`src/rtl/branch_unit_x_pkg.sv`:
```
// Shared definitions for the branch unit: funct3 codes, 2-bit predictor
// counter type and states, predictor index extraction and counter update.
package branch_unit_x_pkg;

    localparam logic [2:0] BR_EQ  = 3'b000;
    localparam logic [2:0] BR_NE  = 3'b001;
    localparam logic [2:0] BR_LT  = 3'b100;
    localparam logic [2:0] BR_GE  = 3'b101;
    localparam logic [2:0] BR_LTU = 3'b110;
    localparam logic [2:0] BR_GEU = 3'b111;

    typedef logic [1:0] ctr_t;

    localparam ctr_t CTR_SNT = 2'b00;
    localparam ctr_t CTR_WNT = 2'b01;
    localparam ctr_t CTR_WT  = 2'b10;
    localparam ctr_t CTR_ST  = 2'b11;

    // Word-aligned PC bits [idx_w+1:2] select the predictor entry.
    function automatic int unsigned bht_index(input logic [63:0] pc, input int unsigned idx_w);
        logic [63:0] mask;
        mask = (64'd1 << idx_w) - 64'd1;
        return 32'((pc >> 2) & mask);
    endfunction

    // Saturating 2-bit counter step toward the resolved direction.
    function automatic ctr_t ctr_update(input ctr_t cur, input logic taken);
        ctr_t nxt;
        nxt = cur;
        if (taken && cur != CTR_ST) begin
            nxt = cur + 2'd1;
        end else if (!taken && cur != CTR_SNT) begin
            nxt = cur - 2'd1;
        end
        return nxt;
    endfunction

endpackage

```
`src/rtl/branch_unit_x_cond.sv`:
```
// Combinational RV32 conditional-branch compare on XLEN-bit operands.
// Ports: funct3, rs1, rs2 in; taken_c (condition holds), illegal_c
// (funct3 is not a branch encoding) out.
module branch_cond
    import branch_unit_x_pkg::*;
#(
    parameter int unsigned XLEN = 32
) (
    input  logic [2:0]      funct3,
    input  logic [XLEN-1:0] rs1,
    input  logic [XLEN-1:0] rs2,
    output logic            taken_c,
    output logic            illegal_c
);

    logic eq;
    logic lt_s;
    logic lt_u;

    assign eq   = (rs1 == rs2);
    assign lt_s = ($signed(rs1) < $signed(rs2));
    assign lt_u = (rs1 < rs2);

    // Condition select; 010/011 and anything else report illegal, never taken.
    always_comb begin
        taken_c   = 1'b0;
        illegal_c = 1'b0;
        case (funct3)
            BR_EQ:   taken_c = eq;
            BR_NE:   taken_c = ~eq;
            BR_LT:   taken_c = lt_s;
            BR_GE:   taken_c = ~lt_s;
            BR_LTU:  taken_c = lt_u;
            BR_GEU:  taken_c = ~lt_u;
            default: illegal_c = 1'b1;
        endcase
    end

endmodule

```
`src/rtl/branch_unit_x.sv`:
```
// Execute-stage branch resolution with a bimodal predictor table.
// Ports: f_pc -> f_pred_taken (comb prediction for fetch); x_* branch in X
// -> x_taken (comb outcome); redirect_valid/redirect_pc/illegal_br registered
// one-cycle pulses; cnt_clr clears br_count/mispred_count perf counters.
module branch_unit_x
    import branch_unit_x_pkg::*;
#(
    parameter int unsigned XLEN        = 32,
    parameter int unsigned PC_W        = 32,
    parameter int unsigned BHT_ENTRIES = 64,
    parameter logic [1:0]  CTR_INIT    = 2'b01,
    parameter int unsigned CNT_W       = 32
) (
    input  logic             clk,
    input  logic             rst_n,
    input  logic [PC_W-1:0]  f_pc,
    output logic             f_pred_taken,
    input  logic             x_valid,
    input  logic             x_is_branch,
    input  logic [2:0]       x_funct3,
    input  logic [XLEN-1:0]  x_rs1,
    input  logic [XLEN-1:0]  x_rs2,
    input  logic [PC_W-1:0]  x_pc,
    input  logic [PC_W-1:0]  x_target,
    input  logic             x_pred_taken,
    output logic             x_taken,
    output logic             redirect_valid,
    output logic [PC_W-1:0]  redirect_pc,
    output logic             illegal_br,
    input  logic             cnt_clr,
    output logic [CNT_W-1:0] br_count,
    output logic [CNT_W-1:0] mispred_count
);

    localparam int unsigned IDX_W = $clog2(BHT_ENTRIES);

    ctr_t bht [BHT_ENTRIES];

    logic [IDX_W-1:0] f_idx;
    logic [IDX_W-1:0] x_idx;
    logic             cond_taken_c;
    logic             cond_illegal_c;
    logic             resolve_c;
    logic             legal_resolve_c;
    logic             mispredict_c;

    assign f_idx = IDX_W'(bht_index(64'(f_pc), IDX_W));
    assign x_idx = IDX_W'(bht_index(64'(x_pc), IDX_W));

    // No bypass: a same-cycle update at f_idx is seen next cycle.
    assign f_pred_taken = bht[f_idx][1];

    branch_cond #(
        .XLEN (XLEN)
    ) u_cond (
        .funct3    (x_funct3),
        .rs1       (x_rs1),
        .rs2       (x_rs2),
        .taken_c   (cond_taken_c),
        .illegal_c (cond_illegal_c)
    );

    // The instruction in X during a redirect cycle is wrong-path.
    assign resolve_c       = x_valid & x_is_branch & ~redirect_valid;
    assign legal_resolve_c = resolve_c & ~cond_illegal_c;
    assign x_taken         = legal_resolve_c & cond_taken_c;
    assign mispredict_c    = legal_resolve_c & (x_taken != x_pred_taken);

    // Predictor table.
    always_ff @(posedge clk or negedge rst_n) begin
        if (!rst_n) begin
            for (int i = 0; i < BHT_ENTRIES; i++) begin
                bht[i] <= CTR_INIT;
            end
        end else if (legal_resolve_c) begin
            bht[x_idx] <= ctr_update(bht[x_idx], x_taken);
        end
    end

    // Redirect and illegal-branch pulses.
    always_ff @(posedge clk or negedge rst_n) begin
        if (!rst_n) begin
            redirect_valid <= 1'b0;
            redirect_pc    <= '0;
            illegal_br     <= 1'b0;
        end else begin
            redirect_valid <= mispredict_c;
            illegal_br     <= resolve_c & cond_illegal_c;
            if (mispredict_c) begin
                redirect_pc <= x_taken ? x_target : x_pc + PC_W'(4);
            end
        end
    end

    // Performance counters; clear takes priority over a coincident increment.
    always_ff @(posedge clk or negedge rst_n) begin
        if (!rst_n) begin
            br_count      <= '0;
            mispred_count <= '0;
        end else if (cnt_clr) begin
            br_count      <= '0;
            mispred_count <= '0;
        end else begin
            if (legal_resolve_c) begin
                br_count <= br_count + CNT_W'(1);
            end
            if (mispredict_c) begin
                mispred_count <= mispred_count + CNT_W'(1);
            end
        end
    end

endmodule

```
`config.mk`:
```
export PLATFORM = sky130hd
export DESIGN_NAME = branch_unit_x
export DESIGN_NICKNAME = d
export VERILOG_FILES = /design/src/rtl/branch_unit_x_pkg.sv /design/src/rtl/branch_unit_x_cond.sv /design/src/rtl/branch_unit_x.sv
export SDC_FILE = /design/constraint.sdc
export NUM_CORES = 1
export LEC_CHECK = 0
export ABC_AREA = 1
export BUFFER_PORTS_ARGS = -buffer_cell sky130_fd_sc_hd__buf_2
export CAP_MARGIN = 10
export CORE_MARGIN = 4
export CORE_UTILIZATION = 35
export DETAILED_ROUTE_END_ITERATION = 8
export PLACE_DENSITY = 0.54
export SLEW_MARGIN = 20
export SYNTH_ARGS = -nofsm -noshare
export SYNTH_HDL_FRONTEND = slang
export SYNTH_HIERARCHICAL = 1
export SYNTH_SLANG_ARGS = --single-unit
```
`constraint.sdc`:
```
create_clock -name clk -period 4.08 [get_ports clk]
set_input_delay 0.408 -clock clk [delete_from_list [all_inputs] [get_ports clk]]
set_output_delay 0.408 -clock clk [all_outputs]
set_load 0.01 [all_outputs]
```
== Word-level counts from Yosys, hierarchy flattened ==
Index checks and enable logic that the tools add are counted.
Cells by class
  bitwise operators: 12
  reduce and logical (&&, ||, !) cells: 9
  muxes and demuxes: 19
  order comparisons: 5
  eq/ne operators: 8
  add/sub/neg operators: 5
Operator list (number)
  2-to-1 mux 32 bit: 5
  bitwise mux 128 bit: 1
  adder 32 x 1 -> 32 bit, second input constant: 2
  less-than comparator 32 bit: 2
  adder 32 x 3 -> 32 bit, second input constant: 1
  == test 32 bit: 1
  binary-select mux 2 bit (select 6 bit): 2
  2-to-1 mux 2 bit: 8
  greater-or-equal comparator 7 bit, second input constant: 2
  inverter 6 -> 7 bit: 2
  demux 2 bit (select 6 bit): 1
  == test 3 bit, second input constant: 4
  less-than comparator 7 x 1 -> 1 bit, second input constant: 1
  AND 1 bit: 6
  case mux 1 bit (6 select lines): 1
  nonzero test 2 bit: 3
  OR reduction 6 bit: 1
  inverter 1 bit: 4
  == test 3 x 1 -> 1 bit, second input constant: 1
  logical AND 1 bit: 3
  logical NOT 3 bit: 1
  adder 2 x 1 -> 2 bit, second input constant: 1
  != test 2 bit, second input constant: 1
  subtractor 2 x 1 -> 2 bit, second input constant: 1
  other kinds (3): 3
Word-level totals
  flip-flop bits (word level): 226
  word-level logic and storage cells: 127
  output and inout bits: 100
  bits of input ports: 169

== Depth between registers and ports, before layout ==
  word-level depth: 10
  mapped depth: 29
  gate-level depth less buffers: 28

== Cells and area by module ==
The synthesis kept the hierarchy.
Modules (own cells, without submodules)
  branch_unit_x: sequential area each 5735.5 um2, instances 1, area an instance 14066.0 um2, cells an instance 2122
  branch_cond: sequential area each 0.0 um2, instances 1, area an instance 996.0 um2, cells an instance 167

== Worst setup path after synthesis ==
No wires, ideal clock.
  path type: input-to-reg
  from: in x_rs2[19]
  to: reg bht[17] (netlist bit)
  data required time: 3.963 ns
  data arrival time: 2.683 ns
  library setup time: 0.117 ns
  path buffers: 1
  setup slack: 1.280 ns
  stages on the path: 25
  cell sequence: inv_1 -> ha_1 -> nand2_1 -> inv_2 -> nand2_1 -> nand2_1 -> nand2_1 -> nand3_2 -> a21oi_2 -> nand3_1 -> nand2_1 -> nand2_1 -> nand3_1 -> inv_1 -> nor2_2 -> inv_2 -> nor2_1 -> inv_2 -> nand2_2 -> o21ai_0 -> nand2_1 -> nand2_2 -> buf_4 -> nand2_1 -> nand2_1
Between the ends
  cells in the longest elaborated chain, start to end: 10
  elaborated cells on any way between the ends: 15
  those cells by class: order compare (2); eq/ne (1); mux (5); bitwise (4); reduce/logical (3)
RTL lines
  start, declared: line branch_unit_x.sv:22  | input logic [XLEN-1:0] x_rs2,
  less-than comparator 32 bit, or another cell as far along: line branch_unit_x_cond.sv:22  | assign lt_u = (rs1 < rs2);
  inverter 1 bit (on tied branches): line branch_unit_x_cond.sv:34, branch_unit_x_cond.sv:30, branch_unit_x_cond.sv:32
  case mux 1 bit (6 select lines) (*): line branch_unit_x_cond.sv:28  | case (funct3)
  net cond_taken_c: line branch_unit_x.sv:41  | logic cond_taken_c;
  AND 1 bit (*): line branch_unit_x.sv:66  | assign x_taken = legal_resolve_c & cond_taken_c;
  logical NOT 1 bit: line branch_unit_x_pkg.sv:32  | end else if (!taken && cur != CTR_SNT) begin
  logical AND 1 bit: line branch_unit_x_pkg.sv:32
  2-to-1 mux 2 bit: line branch_unit_x_pkg.sv:32
  2-to-1 mux 2 bit (*): line branch_unit_x_pkg.sv:30  | if (taken && cur != CTR_ST) begin
  2-to-1 mux 2 bit (*): line branch_unit_x.sv:75  | end else if (legal_resolve_c) begin
  bitwise mux 128 bit (*): line branch_unit_x.sv:76  | bht[x_idx] <= ctr_update(bht[x_idx], x_taken);
  end signal, assigned by index: line branch_unit_x.sv:76
  end, declared: line branch_unit_x.sv:37  | ctr_t bht [BHT_ENTRIES];
Mark *: on every way through the listed nets, which the timed path passes. The rest lies on a longest branch. The select of a mux whose other input is x is not followed.
A chain may end at the register's enable or synchronous reset.

== Worst setup path in the final report ==
  from: in x_rs1[31]
  to: out x_taken
Between the ends
  cells in the longest elaborated chain, start to end: 4
  elaborated cells on any way between the ends: 8
  those cells by class: order compare (2); eq/ne (1); mux (1); bitwise (4)
RTL lines
  start, declared: line branch_unit_x.sv:21  | input logic [XLEN-1:0] x_rs1,
  less-than comparator 32 bit, or another cell as far along: line branch_unit_x_cond.sv:22
  inverter 1 bit (on tied branches): line branch_unit_x_cond.sv:34, branch_unit_x_cond.sv:30, branch_unit_x_cond.sv:32
  case mux 1 bit (6 select lines) (*): line branch_unit_x_cond.sv:28
  net cond_taken_c: line branch_unit_x.sv:41
  AND 1 bit (*): line branch_unit_x.sv:66
  end, declared: line branch_unit_x.sv:26  | output logic x_taken,
Mark *: on every way through the listed nets, which the timed path passes. The rest lies on a longest branch.

==> metrics <==
outcome finished clean; Sequential Power Share between 40% and 50%; largest net degree at the start of global routing 84; Max Fanout on Critical Path 30; Synth Area per Inst ~6.6 µm²; mapped cell area about 15,000 µm²; Comb power frac a little under a fifth; clock share of power around two fifths; deepest clock path buffer count 3; Yosys reg bits about 230; Slew Limit Headroom 47.51%; largest area contributor in the netlist dfrtp_1; CP startpoint kind primary input; DRC viols 0; Async SR Flop Fraction 100.0%; Top delay family on crit path buffers and inverters; number of antenna violations at the first check in global routing 4; PortBufs around 240; fin cells approximately 3,000; Clock Skews 11.06 ps; CP max-delay cell buf_4; CP cell instances buf_2, ha_1, a21oi_1, o21a_2, nand2_2, a21oi_2, nand3_1, nand2_1, nand2_1, nand3_1, inv_1, nor2_2, buf_4, buf_2; Yosys warning total 6; TNS Setup 0 ps; Synth Area in Adders about 3.1%; routed via count between 15,000 and 20,000; fillers between 4,000 and 5,000; largest stage delay on the critical path around 360 ps; CTS Buf Count 27; fin crit share 83.72%; Synth Area in Simple Gates around two fifths; initial drt markers 1,237; Mapped Cells roughly 2,300; Num Clock Sinks about 230; # H-tree levels 1; final slew viol count 0; met2 GRT Util between 30% and 40%; post-route ant nets 0; Die W about 220 µm; Critical Path Sink Type output pin; met1 usage between 30 and 40%; commonest non-fill, non-tap cell in the layout nand2_1; Pwr Density roughly 340 nW/µm²; syn nets between 2,000 and 2,500; M3 GR Usage ~3.0%; Setup Viol. Count Final 0; Required @ worst endpoint ~3700 ps; highest ir drop seen on vdd 0.3262 mV; Worst EP arrival ~3000 ps; final WL 52.95 mm; dpl cells a little over 3,000; mux contribution to synthesized area 0%; WS Path Type primary input to output pin; Buf/Inv on CP 4; grt total ovfl 0; worst hold path type primary input to flip-flop; Top-Level Pins about 270; All-Layer GR Usage between 20% and 30%; Die Height 215.4 µm; CTS tree built; Least-Margin Pin Slew approximately 790 ps; Lkg Pwr 0.008839 µW; Post-CTS Setup Inserts 0; area share of the largest cell type after synthesis between 20% and 30%; Die Area around 46,000 µm²; layout net count roughly 2,700; first-pass GRT wire length 82.90 mm; CTS clk-pin slew, worst paths approximately 60 ps; Initial Util between 30% and 40%; unique cell type count in the Yosys netlist 45; sequential share of the synthesized area between 30% and 40%; Max-cap violations 0; Final GP Congestion slightly above 0.9; Psw roughly 1900 µW; vias in the first global route ~15,000; Root Buffer clkbuf_16; f_max 292.8 MHz; setup repair after global routing missed its margin no; Final Hold Fails 0; vias per inst between 5 and 6; dpl hpwl approximately 38 mm; commonest cells after routing, fill and taps aside nand2_1 (842), inv_1 (271), buf_2 (241); Post-synth EDFFs 0; Top FF cell, synth dfrtp_1; routed len/inst about 17 µm; largest family of logic cells by synthesized area simple AND/OR/NAND/NOR gates; xor/xnor share of the synthesized area under 10%; Period minus WS final between 3000 and 4000 ps; internal power 4220 µW; internal reg-to-reg setup slack between 1000 and 1500 ps; busiest grt layer met2; row count 75; Switching Share between 30 and 40%; clock latency on the worst-skew pair between 500 and 600 ps; core area approximately 42,000 µm²; post-synthesis compound-gate area fraction 9.121%; area grow syn2layout 17.84%; top post-synthesis cells by area dfrtp_1 (27%), nand2_1 (21%), dfstp_2 (11%); layout cell share with drive strength beyond 1 between 15 and 20%; DR pass1 iterations 5
-- what timing repair did --
item,CTS,global route
resized for setup,0,0
hold endpoints to repair,46,0
hold buffers,1,0
-- through the flow --
| step | utilization, % | setup slack [ps] | total power [µW] | hold slack, ps | cell area, µm² |
|---|---|---|---|---|---|
| after floorplan | - | 1280 | 3219 | 112.4 | 15060 |
| after global placement | 39.94 | 514.7 | 3731 | 391.3 | 16860 |
| after detailed placement | 39.94 | 476.8 | 3745 | 398.7 | 16860 |
| after CTS | 42.01 | 644.4 | 6154 | 79.08 | 17740 |
| after global routing | 42.03 | 444.7 | 6386 | 106.0 | 17750 |
| final | 42.03 | 664.2 | 6076 | 92.95 | 17750 |
-- synth_stat cells, types with 6 or more instances --
library cell / instances
nand2_1: 843
inv_1: 271
nand3_1: 172
nor2_1: 165
dfrtp_1: 162
o21ai_0: 125
nor3_1: 109
a21oi_1: 68
dfstp_2: 64
clkbuf_1: 42
ha_1: 37
nand4_1: 33
buf_2: 22
or2_2: 20
o211ai_1: 18
xor2_1: 15
buf_4: 14
a31oi_1: 10
inv_2: 10
nor2_2: 10
nor4_1: 10
o21ai_1: 9
o31ai_1: 9
nand2_2: 7
nand3b_1: 6
xnor2_1: 6
-- sequential cells by signal, summed over array words and instances, names as in the netlist --
name / cells
redirect_pc: 32
mispred_count: 32
bht: 128
redirect_valid: 1
illegal_br: 1
br_count: 32
-- worst paths after layout --
check / startpoint / end / cells past startpoint
min in group asynchronous: rst_n / br_count[28]$_DFFE_PN0P_ / 2
worst max-delay path: x_rs1[31] / x_taken / 14
worst min register to register: bht[36]$_DFFE_PN1P_ / bht[36]$_DFFE_PN1P_ / 2
max in group asynchronous: rst_n / bht[40]$_DFFE_PN1P_ / 3
worst max register to register: bht[98]$_DFFE_PN1P_ / bht[50]$_DFFE_PN1P_ / 19
worst min-delay path: x_target[6] / redirect_pc[6]$_DFFE_PN0P_ / 3
-- worst register-to-register path, stage by stage, from the launching register on --
cell and delay, ps:
dfstp_2 540, nand2_1 50, nand2_1 90, nand2_1 50, nand2_1 80, nand2_1 50, nand2_1 80, nand2_1 100
nand2_1 110, nor2_2 50, nand2_2 110, inv_1 50, ha_1 180, or2_2 320, nand2_2 120, inv_1 60
nand3_2 100, buf_12 280, nand3_1 140, nand2_1 100
-- metal layers --
| layer | vias up | wire length (µm) |
|---|---|---|
| met5 | - | 0 |
| met2 | 445 | 25040 |
| met4 | 0 | 1217 |
| met3 | 77 | 2981 |
| li1 | 7747 | - |
| met1 | 7335 | 23710 |
-- cell families after synthesis --
family          count (synthesis)
compound gates                251
fa+ha+maj                      37
flops                         226
buf+inv                       365
simple gates                 1389
xor+xnor                       21
-- power groups by stage --
stage / clock [µW] / combinational [µW] / sequential [µW]
after detailed placement: 0 / 1140 / 2600
after CTS: 2440 / 1150 / 2570
after floorplan: 0 / 591 / 2630
after global placement: 0 / 1140 / 2590
final: 2370 / 1140 / 2570
after global routing: 2530 / 1260 / 2590
-- final cells by class --
| type | count | area (µm²) | share of cell area, % |
|---|---|---|---|
| antenna | 4 | 10.01 | 0.05640 |
| clock buffer | 44 | 829.5 | 4.674 |
| clock inverter | 6 | 33.78 | 0.1903 |
| inverter | 283 | 1062 | 5.985 |
| multi-input combinational | 1698 | 7879 | 44.39 |
| sequential | 226 | 5736 | 32.32 |
| tap | 539 | 674.4 | 3.800 |
| timing repair buffer | 272 | 1524 | 8.587 |
Note: power is estimated with default switching activity, not from simulation.
